$ cat src/rtl/camera_responder_pkg.sv
// Shared definitions for the blob-tracker camera I2C responder: FSM encoding,
// register map and the read-data mux used by the top level.
package camera_responder_pkg;

  typedef enum logic [2:0] {
    IDLE,
    ADDR,
    ADDR_ACK,
    WR_BYTE,
    WR_ACK,
    RD_BYTE,
    RD_ACK
  } state_t;

  localparam logic [7:0] REG_CFG          = 8'h30;
  localparam logic [7:0] REG_AUX          = 8'h33;
  localparam logic [7:0] REG_FRAME        = 8'h36;
  localparam int         FRAME_LEN        = 16;
  localparam logic [6:0] DEFAULT_I2C_ADDR = 7'h58;
  localparam logic [7:0] CFG_ENABLE       = 8'h08;

  // Byte returned for a given pointer; blob fields come from the snapshot.
  function automatic logic [7:0] read_data(
    input logic [7:0] ptr,
    input logic [9:0] x,
    input logic [9:0] y,
    input logic [3:0] size,
    input logic [7:0] r30,
    input logic [7:0] r33,
    input logic [7:0] pad
  );
    logic [7:0] idx;
    logic [7:0] data;
    idx  = ptr - REG_FRAME;
    data = 8'h00;
    if (ptr == REG_CFG) begin
      data = r30;
    end else if (ptr == REG_AUX) begin
      data = r33;
    end else if (ptr >= REG_FRAME) begin
      // Past the frame the pointer keeps returning padding until it wraps.
      if (idx >= 8'(FRAME_LEN)) begin
        data = pad;
      end else begin
        case (idx)
          8'd0:    data = 8'h00;
          8'd1:    data = x[7:0];
          8'd2:    data = y[7:0];
          8'd3:    data = {y[9:8], x[9:8], size};
          default: data = pad;
        endcase
      end
    end
    return data;
  endfunction

endpackage

$ cat src/rtl/camera_responder_i2c_line_sync.sv
// Two-flop synchronizers on SCL/SDA followed by SCL edge and START/STOP detection.
module i2c_line_sync (
  input  logic clk,
  input  logic reset,
  input  logic scl_in,
  input  logic sda_in,
  output logic sda,
  output logic scl_rise,
  output logic scl_fall,
  output logic start_det,
  output logic stop_det
);

  // Bit 0 carries SCL, bit 1 carries SDA; all stages idle high.
  logic [1:0] meta_reg;
  logic [1:0] sync_reg;
  logic [1:0] prev_reg;

  always_ff @(posedge clk) begin
    if (reset) begin
      meta_reg <= 2'b11;
      sync_reg <= 2'b11;
      prev_reg <= 2'b11;
    end else begin
      meta_reg <= {sda_in, scl_in};
      sync_reg <= meta_reg;
      prev_reg <= sync_reg;
    end
  end

  assign sda       = sync_reg[1];
  assign scl_rise  = sync_reg[0] & ~prev_reg[0];
  assign scl_fall  = ~sync_reg[0] & prev_reg[0];
  assign start_det = sync_reg[0] & prev_reg[0] & prev_reg[1] & ~sync_reg[1];
  assign stop_det  = sync_reg[0] & prev_reg[0] & ~prev_reg[1] & sync_reg[1];

endmodule

$ cat src/rtl/camera_responder.sv
// Camera I2C target: auto-incrementing register pointer, two config registers
// and a 16-byte blob frame read from a snapshot taken at the read-address ACK.
module camera_responder
  import camera_responder_pkg::*;
#(
  parameter logic [6:0] I2C_ADDR = DEFAULT_I2C_ADDR,
  parameter logic [7:0] PAD_BYTE = 8'hFF
) (
  input  logic       clk,
  input  logic       reset,
  input  logic       i2c_scl,
  input  logic       i2c_sda_in,
  output logic       i2c_sda_oe,
  input  logic [9:0] x_in,
  input  logic [9:0] y_in,
  input  logic [3:0] size_in,
  output logic [7:0] reg30,
  output logic [7:0] reg33,
  output logic       enabled,
  output logic       frame_read,
  output logic       busy
);

  logic sda, scl_rise, scl_fall, start_det, stop_det;

  i2c_line_sync u_line_sync (
    .clk      (clk),
    .reset    (reset),
    .scl_in   (i2c_scl),
    .sda_in   (i2c_sda_in),
    .sda      (sda),
    .scl_rise (scl_rise),
    .scl_fall (scl_fall),
    .start_det(start_det),
    .stop_det (stop_det)
  );

  state_t     state_reg, state_next;
  logic [2:0] bit_cnt_reg, bit_cnt_next;
  logic [6:0] rx_reg, rx_next;
  logic [6:0] tx_reg, tx_next;
  logic [7:0] ptr_reg, ptr_next;
  logic [7:0] cfg_reg, cfg_next;
  logic [7:0] aux_reg, aux_next;
  logic       enabled_reg, enabled_next;
  logic       oe_reg, oe_next;
  logic       busy_reg, busy_next;
  logic       frame_read_reg, frame_read_next;
  logic       rw_reg, rw_next;
  logic       ack_reg, ack_next;
  logic       first_reg, first_next;
  logic [9:0] snap_x_reg, snap_x_next;
  logic [9:0] snap_y_reg, snap_y_next;
  logic [3:0] snap_size_reg, snap_size_next;

  logic [7:0] rx_byte;
  logic [7:0] rd_data;
  logic       addr_match;
  logic       last_bit;

  assign rx_byte    = {rx_reg, sda};
  assign addr_match = (rx_byte[7:1] == I2C_ADDR);
  assign last_bit   = (bit_cnt_reg == 3'd7);
  assign rd_data    = read_data(ptr_reg, snap_x_reg, snap_y_reg, snap_size_reg,
                                cfg_reg, aux_reg, PAD_BYTE);

  always_ff @(posedge clk) begin
    if (reset) begin
      state_reg <= IDLE;
    end else begin
      state_reg <= state_next;
    end
  end

  always_comb begin
    state_next = state_reg;
    if (start_det) begin
      state_next = ADDR;
    end else if (stop_det) begin
      state_next = IDLE;
    end else begin
      case (state_reg)
        IDLE:     state_next = IDLE;
        ADDR:     if (scl_rise && last_bit) state_next = addr_match ? ADDR_ACK : IDLE;
        ADDR_ACK: if (scl_fall && ack_reg) state_next = rw_reg ? RD_BYTE : WR_BYTE;
        WR_BYTE:  if (scl_rise && last_bit) state_next = WR_ACK;
        WR_ACK:   if (scl_fall && ack_reg) state_next = WR_BYTE;
        RD_BYTE:  if (scl_fall && last_bit) state_next = RD_ACK;
        RD_ACK: begin
          if (scl_rise && sda) state_next = IDLE;
          else if (scl_fall && ack_reg) state_next = RD_BYTE;
        end
        default:  state_next = IDLE;
      endcase
    end
  end

  // ack_reg marks the second half of any ACK slot: set once the ACK clock is under way.
  always_comb begin
    bit_cnt_next    = bit_cnt_reg;
    rx_next         = rx_reg;
    tx_next         = tx_reg;
    ptr_next        = ptr_reg;
    cfg_next        = cfg_reg;
    aux_next        = aux_reg;
    enabled_next    = enabled_reg;
    oe_next         = oe_reg;
    busy_next       = busy_reg;
    frame_read_next = 1'b0;
    rw_next         = rw_reg;
    ack_next        = ack_reg;
    first_next      = first_reg;
    snap_x_next     = snap_x_reg;
    snap_y_next     = snap_y_reg;
    snap_size_next  = snap_size_reg;
    if (start_det || stop_det) begin
      bit_cnt_next = 3'd0;
      busy_next    = 1'b0;
      oe_next      = 1'b0;
    end else begin
      case (state_reg)
        ADDR: begin
          if (scl_rise) begin
            rx_next      = rx_byte[6:0];
            bit_cnt_next = bit_cnt_reg + 3'd1;
            if (last_bit && addr_match) begin
              busy_next  = 1'b1;
              rw_next    = rx_byte[0];
              ack_next   = 1'b0;
              first_next = 1'b1;
            end
          end
        end
        ADDR_ACK: begin
          if (scl_fall && !ack_reg) begin
            oe_next  = 1'b1;
            ack_next = 1'b1;
            if (rw_reg) begin
              snap_x_next    = x_in;
              snap_y_next    = y_in;
              snap_size_next = size_in;
            end
          end else if (scl_fall) begin
            bit_cnt_next = 3'd0;
            tx_next      = rd_data[6:0];
            oe_next      = rw_reg ? ~rd_data[7] : 1'b0;
          end
        end
        WR_BYTE: begin
          if (scl_rise) begin
            rx_next      = rx_byte[6:0];
            bit_cnt_next = bit_cnt_reg + 3'd1;
            if (last_bit) begin
              ack_next = 1'b0;
              if (first_reg) begin
                ptr_next   = rx_byte;
                first_next = 1'b0;
              end else begin
                ptr_next = ptr_reg + 8'd1;
                if (ptr_reg == REG_CFG) begin
                  cfg_next     = rx_byte;
                  enabled_next = (rx_byte == CFG_ENABLE);
                end else if (ptr_reg == REG_AUX) begin
                  aux_next = rx_byte;
                end
              end
            end
          end
        end
        WR_ACK: begin
          if (scl_fall && !ack_reg) begin
            oe_next  = 1'b1;
            ack_next = 1'b1;
          end else if (scl_fall) begin
            oe_next      = 1'b0;
            bit_cnt_next = 3'd0;
          end
        end
        RD_BYTE: begin
          if (scl_fall && last_bit) begin
            oe_next         = 1'b0;
            ack_next        = 1'b0;
            bit_cnt_next    = 3'd0;
            ptr_next        = ptr_reg + 8'd1;
            frame_read_next = (ptr_reg == REG_FRAME + 8'd3);
          end else if (scl_fall) begin
            oe_next      = ~tx_reg[6];
            tx_next      = {tx_reg[5:0], 1'b0};
            bit_cnt_next = bit_cnt_reg + 3'd1;
          end
        end
        RD_ACK: begin
          if (scl_rise && !sda) begin
            ack_next = 1'b1;
          end else if (scl_fall && ack_reg) begin
            bit_cnt_next = 3'd0;
            tx_next      = rd_data[6:0];
            oe_next      = ~rd_data[7];
          end
        end
        default: begin
          oe_next = 1'b0;
        end
      endcase
    end
  end

  always_ff @(posedge clk) begin
    if (reset) begin
      bit_cnt_reg    <= 3'd0;
      rx_reg         <= 7'd0;
      tx_reg         <= 7'd0;
      ptr_reg        <= 8'h00;
      cfg_reg        <= 8'h00;
      aux_reg        <= 8'h00;
      enabled_reg    <= 1'b0;
      oe_reg         <= 1'b0;
      busy_reg       <= 1'b0;
      frame_read_reg <= 1'b0;
      rw_reg         <= 1'b0;
      ack_reg        <= 1'b0;
      first_reg      <= 1'b0;
      snap_x_reg     <= 10'd0;
      snap_y_reg     <= 10'd0;
      snap_size_reg  <= 4'd0;
    end else begin
      bit_cnt_reg    <= bit_cnt_next;
      rx_reg         <= rx_next;
      tx_reg         <= tx_next;
      ptr_reg        <= ptr_next;
      cfg_reg        <= cfg_next;
      aux_reg        <= aux_next;
      enabled_reg    <= enabled_next;
      oe_reg         <= oe_next;
      busy_reg       <= busy_next;
      frame_read_reg <= frame_read_next;
      rw_reg         <= rw_next;
      ack_reg        <= ack_next;
      first_reg      <= first_next;
      snap_x_reg     <= snap_x_next;
      snap_y_reg     <= snap_y_next;
      snap_size_reg  <= snap_size_next;
    end
  end

  assign i2c_sda_oe = oe_reg;
  assign reg30      = cfg_reg;
  assign reg33      = aux_reg;
  assign enabled    = enabled_reg;
  assign frame_read = frame_read_reg;
  assign busy       = busy_reg;

endmodule

$ cat config.mk
export PLATFORM = sky130hd
export DESIGN_NAME = camera_responder
export DESIGN_NICKNAME = d
export VERILOG_FILES = /design/src/rtl/camera_responder_pkg.sv /design/src/rtl/camera_responder_i2c_line_sync.sv /design/src/rtl/camera_responder.sv
export SDC_FILE = /design/constraint.sdc
export NUM_CORES = 1
export LEC_CHECK = 0
export ABC_CLOCK_PERIOD_IN_PS = 2650
export BUFFER_PORTS_ARGS = -buffer_cell sky130_fd_sc_hd__buf_4
export CAP_MARGIN = 15
export CORE_MARGIN = 3
export CORE_UTILIZATION = 35
export DETAILED_ROUTE_END_ITERATION = 10
export PLACE_DENSITY = 0.5
export SKIP_LAST_GASP = 1
export SYNTH_ARGS = -nofsm -noshare
export SYNTH_HDL_FRONTEND = slang
export SYNTH_SLANG_ARGS = --single-unit
$ cat constraint.sdc
create_clock -name clk -period 2.65 [get_ports clk]
set_input_delay 0.3975 -clock clk [delete_from_list [all_inputs] [get_ports clk]]
set_output_delay 0.3975 -clock clk [all_outputs]
set_load 0.05 [all_outputs]
Word level (Yosys, flattened, before mapping)
Index checks and enable logic that the tools add are counted.
- $add $sub $neg: 3
- $lt $le $gt $ge: 2
- equality and inequality tests: 45
- mux-type cells: 58
- bitwise gates (word level): 19
- reduce and logical (&&, ||, !) cells: 35
- operators with widths (operator ; count):
    2-to-1 mux 8 bit ; 8
    2-to-1 mux 3 bit ; 15
    2-to-1 mux 7 bit ; 6
    inequality test 2 bit (second input constant) ; 17
    case mux 8 bit (4 select lines) ; 1
    AND reduction 6 bit ; 5
    equality test 8 x 6 -> 1 bit (second input constant) ; 3
    case mux 7 bit (3 select lines) ; 1
    2-to-1 mux 1 bit ; 20
    inequality test 4 bit (second input constant) ; 5
    case mux 3 bit (6 select lines) ; 1
    equality test 8 x 2 -> 1 bit (second input constant) ; 2
    case mux 8 bit (2 select lines) ; 1
    AND reduction 7 bit ; 2
    equality test 3 bit (second input constant) ; 4
    inequality test 3 bit (second input constant) ; 4
    NOT 1 bit ; 12
    case mux 3 bit (4 select lines) ; 1
    case mux 1 bit (5 select lines) ; 2
    AND reduction 9 bit ; 1
    adder 8 x 1 -> 8 bit (second input constant) ; 1
    equality test 8 x 1 -> 1 bit (second input constant) ; 1
    equality test 8 x 4 -> 1 bit (second input constant) ; 1
    greater-or-equal comparator 8 x 5 -> 1 bit (second input constant) ; 1
    other kinds (26) ; 47
- flip-flop bits (word level): 81
- input bits: 28
- output and inout port bits: 20
- logic and storage cells: 183

Logic depth before layout (Yosys ltp)
- word-level depth: 12
- gate-level depth with buffers: 9

Modules after synthesis
A second synthesis with hierarchy kept.
- cells, all modules: 530
- area total of the unflattened synthesis: 4174.0 µm²
- by module, submodules not included (module ; times used ; cells each ; area an instance (µm²) ; seq. area each (µm²)):
    camera_responder ; 1 ; 514 ; 3983.8 ; 1501.4
    i2c_line_sync ; 1 ; 16 ; 190.2 ; 120.1

Worst setup path before layout
Ideal clock, no wire load.
- kind: register to register
- start: register ptr_reg[0]
- end: register tx_reg[2]
- arrival: 1709 ps
- required time: 2512 ps
- setup slack: 803 ps
- cell stages (with the launch flop): 9
- buffers on the path: 1
- cell sequence: dfxtp_1 > inv_1 > ha_1 > clkbuf_1 > nor4_1 > nor4_1 > nand2_1 > a221oi_1 > o221ai_1
- longest elaborated chain between the ends: 10
- elaborated cells on any way between the ends: 19
- RTL lines (item ; line ; source):
    start, declared ; camera_responder.sv:42 ; logic [7:0] ptr_reg, ptr_next;
    start signal, assigned ; camera_responder.sv:230 ; ptr_reg <= ptr_next;
    parallel branches: the longest is 6 deep, another holds subtractor 8 x 6 -> 8 bit ; -- ;
    2-to-1 mux 8 bit * ; camera_responder_pkg.sv:36 ; if (ptr == REG_CFG) begin
    2-to-1 mux 7 bit, on equally long branches ; camera_responder.sv:195, camera_responder.sv:143 ;
    2-to-1 mux 7 bit, on equally long branches ; camera_responder.sv:193, camera_responder.sv:135 ;
    case mux 7 bit (3 select lines) * ; camera_responder.sv:121 ; case (state_reg)
    end signal, assigned ; camera_responder.sv:229 ; tx_reg <= tx_next;
    end, declared ; camera_responder.sv:41 ; logic [6:0] tx_reg, tx_next;
Every way passes the cells marked *. The select of a mux whose other input is x is not followed.
A chain may end at the register's enable or synchronous reset.

Worst setup path in the final report
- start: register state_reg[2]
- end: register ptr_reg[2]
- longest elaborated chain between the ends: 3
- elaborated cells on any way between the ends: 8
- RTL lines (item ; line ; source):
    start, declared ; camera_responder.sv:38 ; state_t state_reg, state_next;
    start signal, assigned ; camera_responder.sv:71 ; state_reg <= state_next;
    equality test 3 x 2 -> 1 bit or equality test 3 bit (tied branches) ; camera_responder.sv:121 ;
    inequality test 2 bit (no source line) or nonzero test 2 bit (tied branches) ; -- ;
    AND reduction 5 bit (no source line) ; -- ;
Parallel ways exist; a longest one is shown, timed or not.

==> run_results.csv <==
group,metric,value,unit
logic_synthesis,synthesis.instances,528,
clock_tree,max-clock-path-buffers,2,
floorplanning,placement_rows,39,
finish,drive_above_1_share,0.179,
finish,finalCoreUtilization,0.429,
clock_tree,root_cell_of_the_clock_tree,"clkbuf_16",
grt,grt_overflow,0,
logic_synthesis,synth.ff_latch_count,81,
logic_synthesis,synth.distinct_cells,64,
logic_synthesis,synthFlopType,"dfxtp_1",
clock_tree,clk_pin_slew_worst_paths,70,ps
grt,maximum_number_of_pins_on_one_net_before_global_route_repair,44,
finish,diodes,0,
grt,first_pass_grt_wire_length,19200,um
floorplanning,die_height,115,um
worst_setup_path,setup.worst_path.end_class,"flop",
grt,m2_gr_usage,0.300,
pwr,internal_power,1.99,mW
hold_path,hp-class,"input port to flop",
worst_setup_path,worst_path_maximum_fanout,13,
timing,worst_clock_skew,12.8,ps
clock_tree,tritoncts.num_buffers,9,
grt,gr-usage-met1,0.241,
clock_tree,postCtsSetupRepairBufs,0,
finish,multi_input_area,2370,um2
clock_tree,tritoncts_clock_tree,"built",
routing,number_of_remaining_drc_errors,0,
clock_tree,clock_latency_on_the_worst_skew_pair,350,ps
grt,first_global_vias,3697,
placed_design,hpwlAfterDp,8410,um
logic_synthesis,avgSynthCellArea,7.93,um2
timing,max_slew.worst_pin.slew,685,ps
run,drv_cap,0,
timing,setup_slack,459,ps
logic_synthesis,synth_fp_nets,563,
run_status,outcome,"finished clean",
pwr,pwr_density,517,nW/um2
worst_setup_path,crit_type,"flop to flop",
pwr,power.share.switching,0.226,
worst_setup_path,crit_path_start_kind,"flop",
clock_tree,htree_levels,3,
finish,areaGrowthSynthToFinish,18.6,%
routing,dr.first_iter.drc_count,303,
pwr,total_leakage_power,1.80,nW
grt,globalRouteMet3Util,0.0363,
timing,finalSetupViolCount,0,
timing,worst_slew_margin_rel,0.541,
pwr,vdd_drop_max,0.000364,V
pwr,power.share.sequential,0.478,
grt,busiest_layer,"met2",
routing,route.vias.total,3896,
clock_tree,cts.hold.buffers_added,0,
timing,tns,0,ps
worst_setup_path,crit_arrival,2480,ps
floorplanning,core_area,11600,um2
routing,ant_nets,0,
pwr,power.clock.fraction,0.490,
routing,via_per_inst,5.46,
finish,final-seq-area,1620,um2
finish,nets,601,
placed_design,placement.io_buffers,47,
logic_synthesis,asyncSetResetFlopFracSynth,0,
routing,drt_wl_total,11900,um
grt,grt_antenna_before_repair,0,
timing,rsz_0062_raised_after_global_routing,"no",
placed_design,finalWeightedCongestion,0.863,
grt,global_route.usage.total,0.185,
timing,fmaxAchievable,456,MHz
timing,min_period,2190,ps
timing,number_of_hold_violations_in_the_final_report,0,
pwr,comb_power_share,0.033,
logic_synthesis,mappedNetlistArea,4190,um2
finish,num-fill-cells,1194,
floorplanning,die-area,13300,um2
floorplanning,initial_core_util,0.362,
floorplanning,pin_count,48,
routing,post_drt_wl_per_cell,16.7,um
logic_synthesis,synth_enable_flop_cells,0,
worst_setup_path,required,2940,ps
timing,final-max-slew-violation-count,0,
timing,final.period_utilization,0.827,
clock_tree,cts_resized,0,
floorplanning,dieWidth,115,um
routing,detailedRoute.firstPassIterationCount,5,
placed_design,place_ws,494,ps
logic_synthesis,synth.yosys.seq_area_share,0.387,
clock_tree,cts.sinks,81,
pwr,p_switching,0.579,mW
logic_synthesis,syn_warnings,0,
## synthesized netlist by cell type, types with 5 or more instances
cell       n  area, um2
clkbuf_1  20       75.1
nand2_1   88        330
a21oi_1   61        305
nand3_1   15       75.1
mux2i_1   24        240
nor2_1    49        184
buf_2     11       55.1
a221oi_1   5       43.8
o221ai_1   5       43.8
inv_1      7       26.3
nand2b_1   7       43.8
dfxtp_1   81       1620
ha_1       7       87.6
or2_2      7       43.8
o21ai_0   30        150
and3_1     7       43.8
nor2b_1    7       43.8
nor4_1     6       37.5
a21o_1     6       45.0
## path summary, 6_finish.rpt
check,startpoint,end,slack [ps],depth (start not counted)
max,state_reg[2]$_SDFFE_PP0P_,ptr_reg[2]$_SDFFE_PP0P_,460,6
min,i2c_scl,u_line_sync.meta_reg[0]$_SDFF_PP1_,240,2
max reg2reg,state_reg[2]$_SDFFE_PP0P_,ptr_reg[2]$_SDFFE_PP0P_,460,6
min reg2reg,u_line_sync.meta_reg[1]$_SDFF_PP1_,u_line_sync.sync_reg[1]$_SDFF_PP1_,410,1
## cell type report
cell class / instances / area share
clock buffers: 9 / 0.0454
multi-input cells: 404 / 0.478
repair buffers: 63 / 0.0953
well taps: 143 / 0.0360
clock inverters: 7 / 0.0139
flip-flops and latches: 81 / 0.327
inverters: 7 / 0.00529
## power by group through the flow
| stage | Combinational, mW | Sequential (mW) | Clock (mW) |
|---|---|---|---|
| after floorplan | 0.0441 | 1.25 | 0 |
| after CTS | 0.0847 | 1.23 | 1.29 |
| final | 0.0842 | 1.23 | 1.26 |
| after global placement | 0.0833 | 1.25 | 0 |
| after global routing | 0.0916 | 1.23 | 1.33 |
| after detailed placement | 0.0842 | 1.25 | 0 |
## worst max-delay path, stage by stage (launching register included)
cell and delay [ps]:
dfxtp_1 590, nand3b_1 310, and2_1 410, or3b_2 510, a21oi_1 170, a21oi_1 60
nor2_1 80
## layer usage
layer  share of wire  vias to the layer above
li1                -                     1943
met1            0.47                     1845
met2            0.46                       93
met3           0.047                       15
met4           0.021                        0
met5               0                        -
## metrics by stage
stage / hold WS (ps) / instances / cell area (um2) / total power, mW
floorplan: 389 / 528 / 4190 / 1.30
global placement: 392 / 698 / 4670 / 1.34
detailed placement: 395 / 698 / 4670 / 1.34
CTS: 229 / 714 / 4960 / 2.60
global route: 237 / 714 / 4960 / 2.65
finish: 241 / 714 / 4960 / 2.57
## layout by cell type (no fill, tap or decap), types with 6 or more instances in the layout
master     count
inv_1          7
o21ai_0       30
nor2b_1        7
nor2_1        49
nand3_1       15
ha_1           7
and3_1         7
buf_4         63
mux2i_1       24
a21o_1         6
clkbuf_16      9
nor4_1         6
a21oi_1       61
or2_2          7
nand2_1       88
dfxtp_1       81
nand2b_1       7
## cell families after synthesis
| family | share of synthesized area |
|---|---|
| and+or+nand+nor | 0.260 |
| AOI/OAI and AO/OA | 0.222 |
| DFF | 0.387 |
| buffers and inverters | 0.0463 |
| muxes | 0.0574 |
| adders and majority gates | 0.0209 |
| xor gates and xnor gates | 0.00628 |
Power figures use the tool's default switching activity.
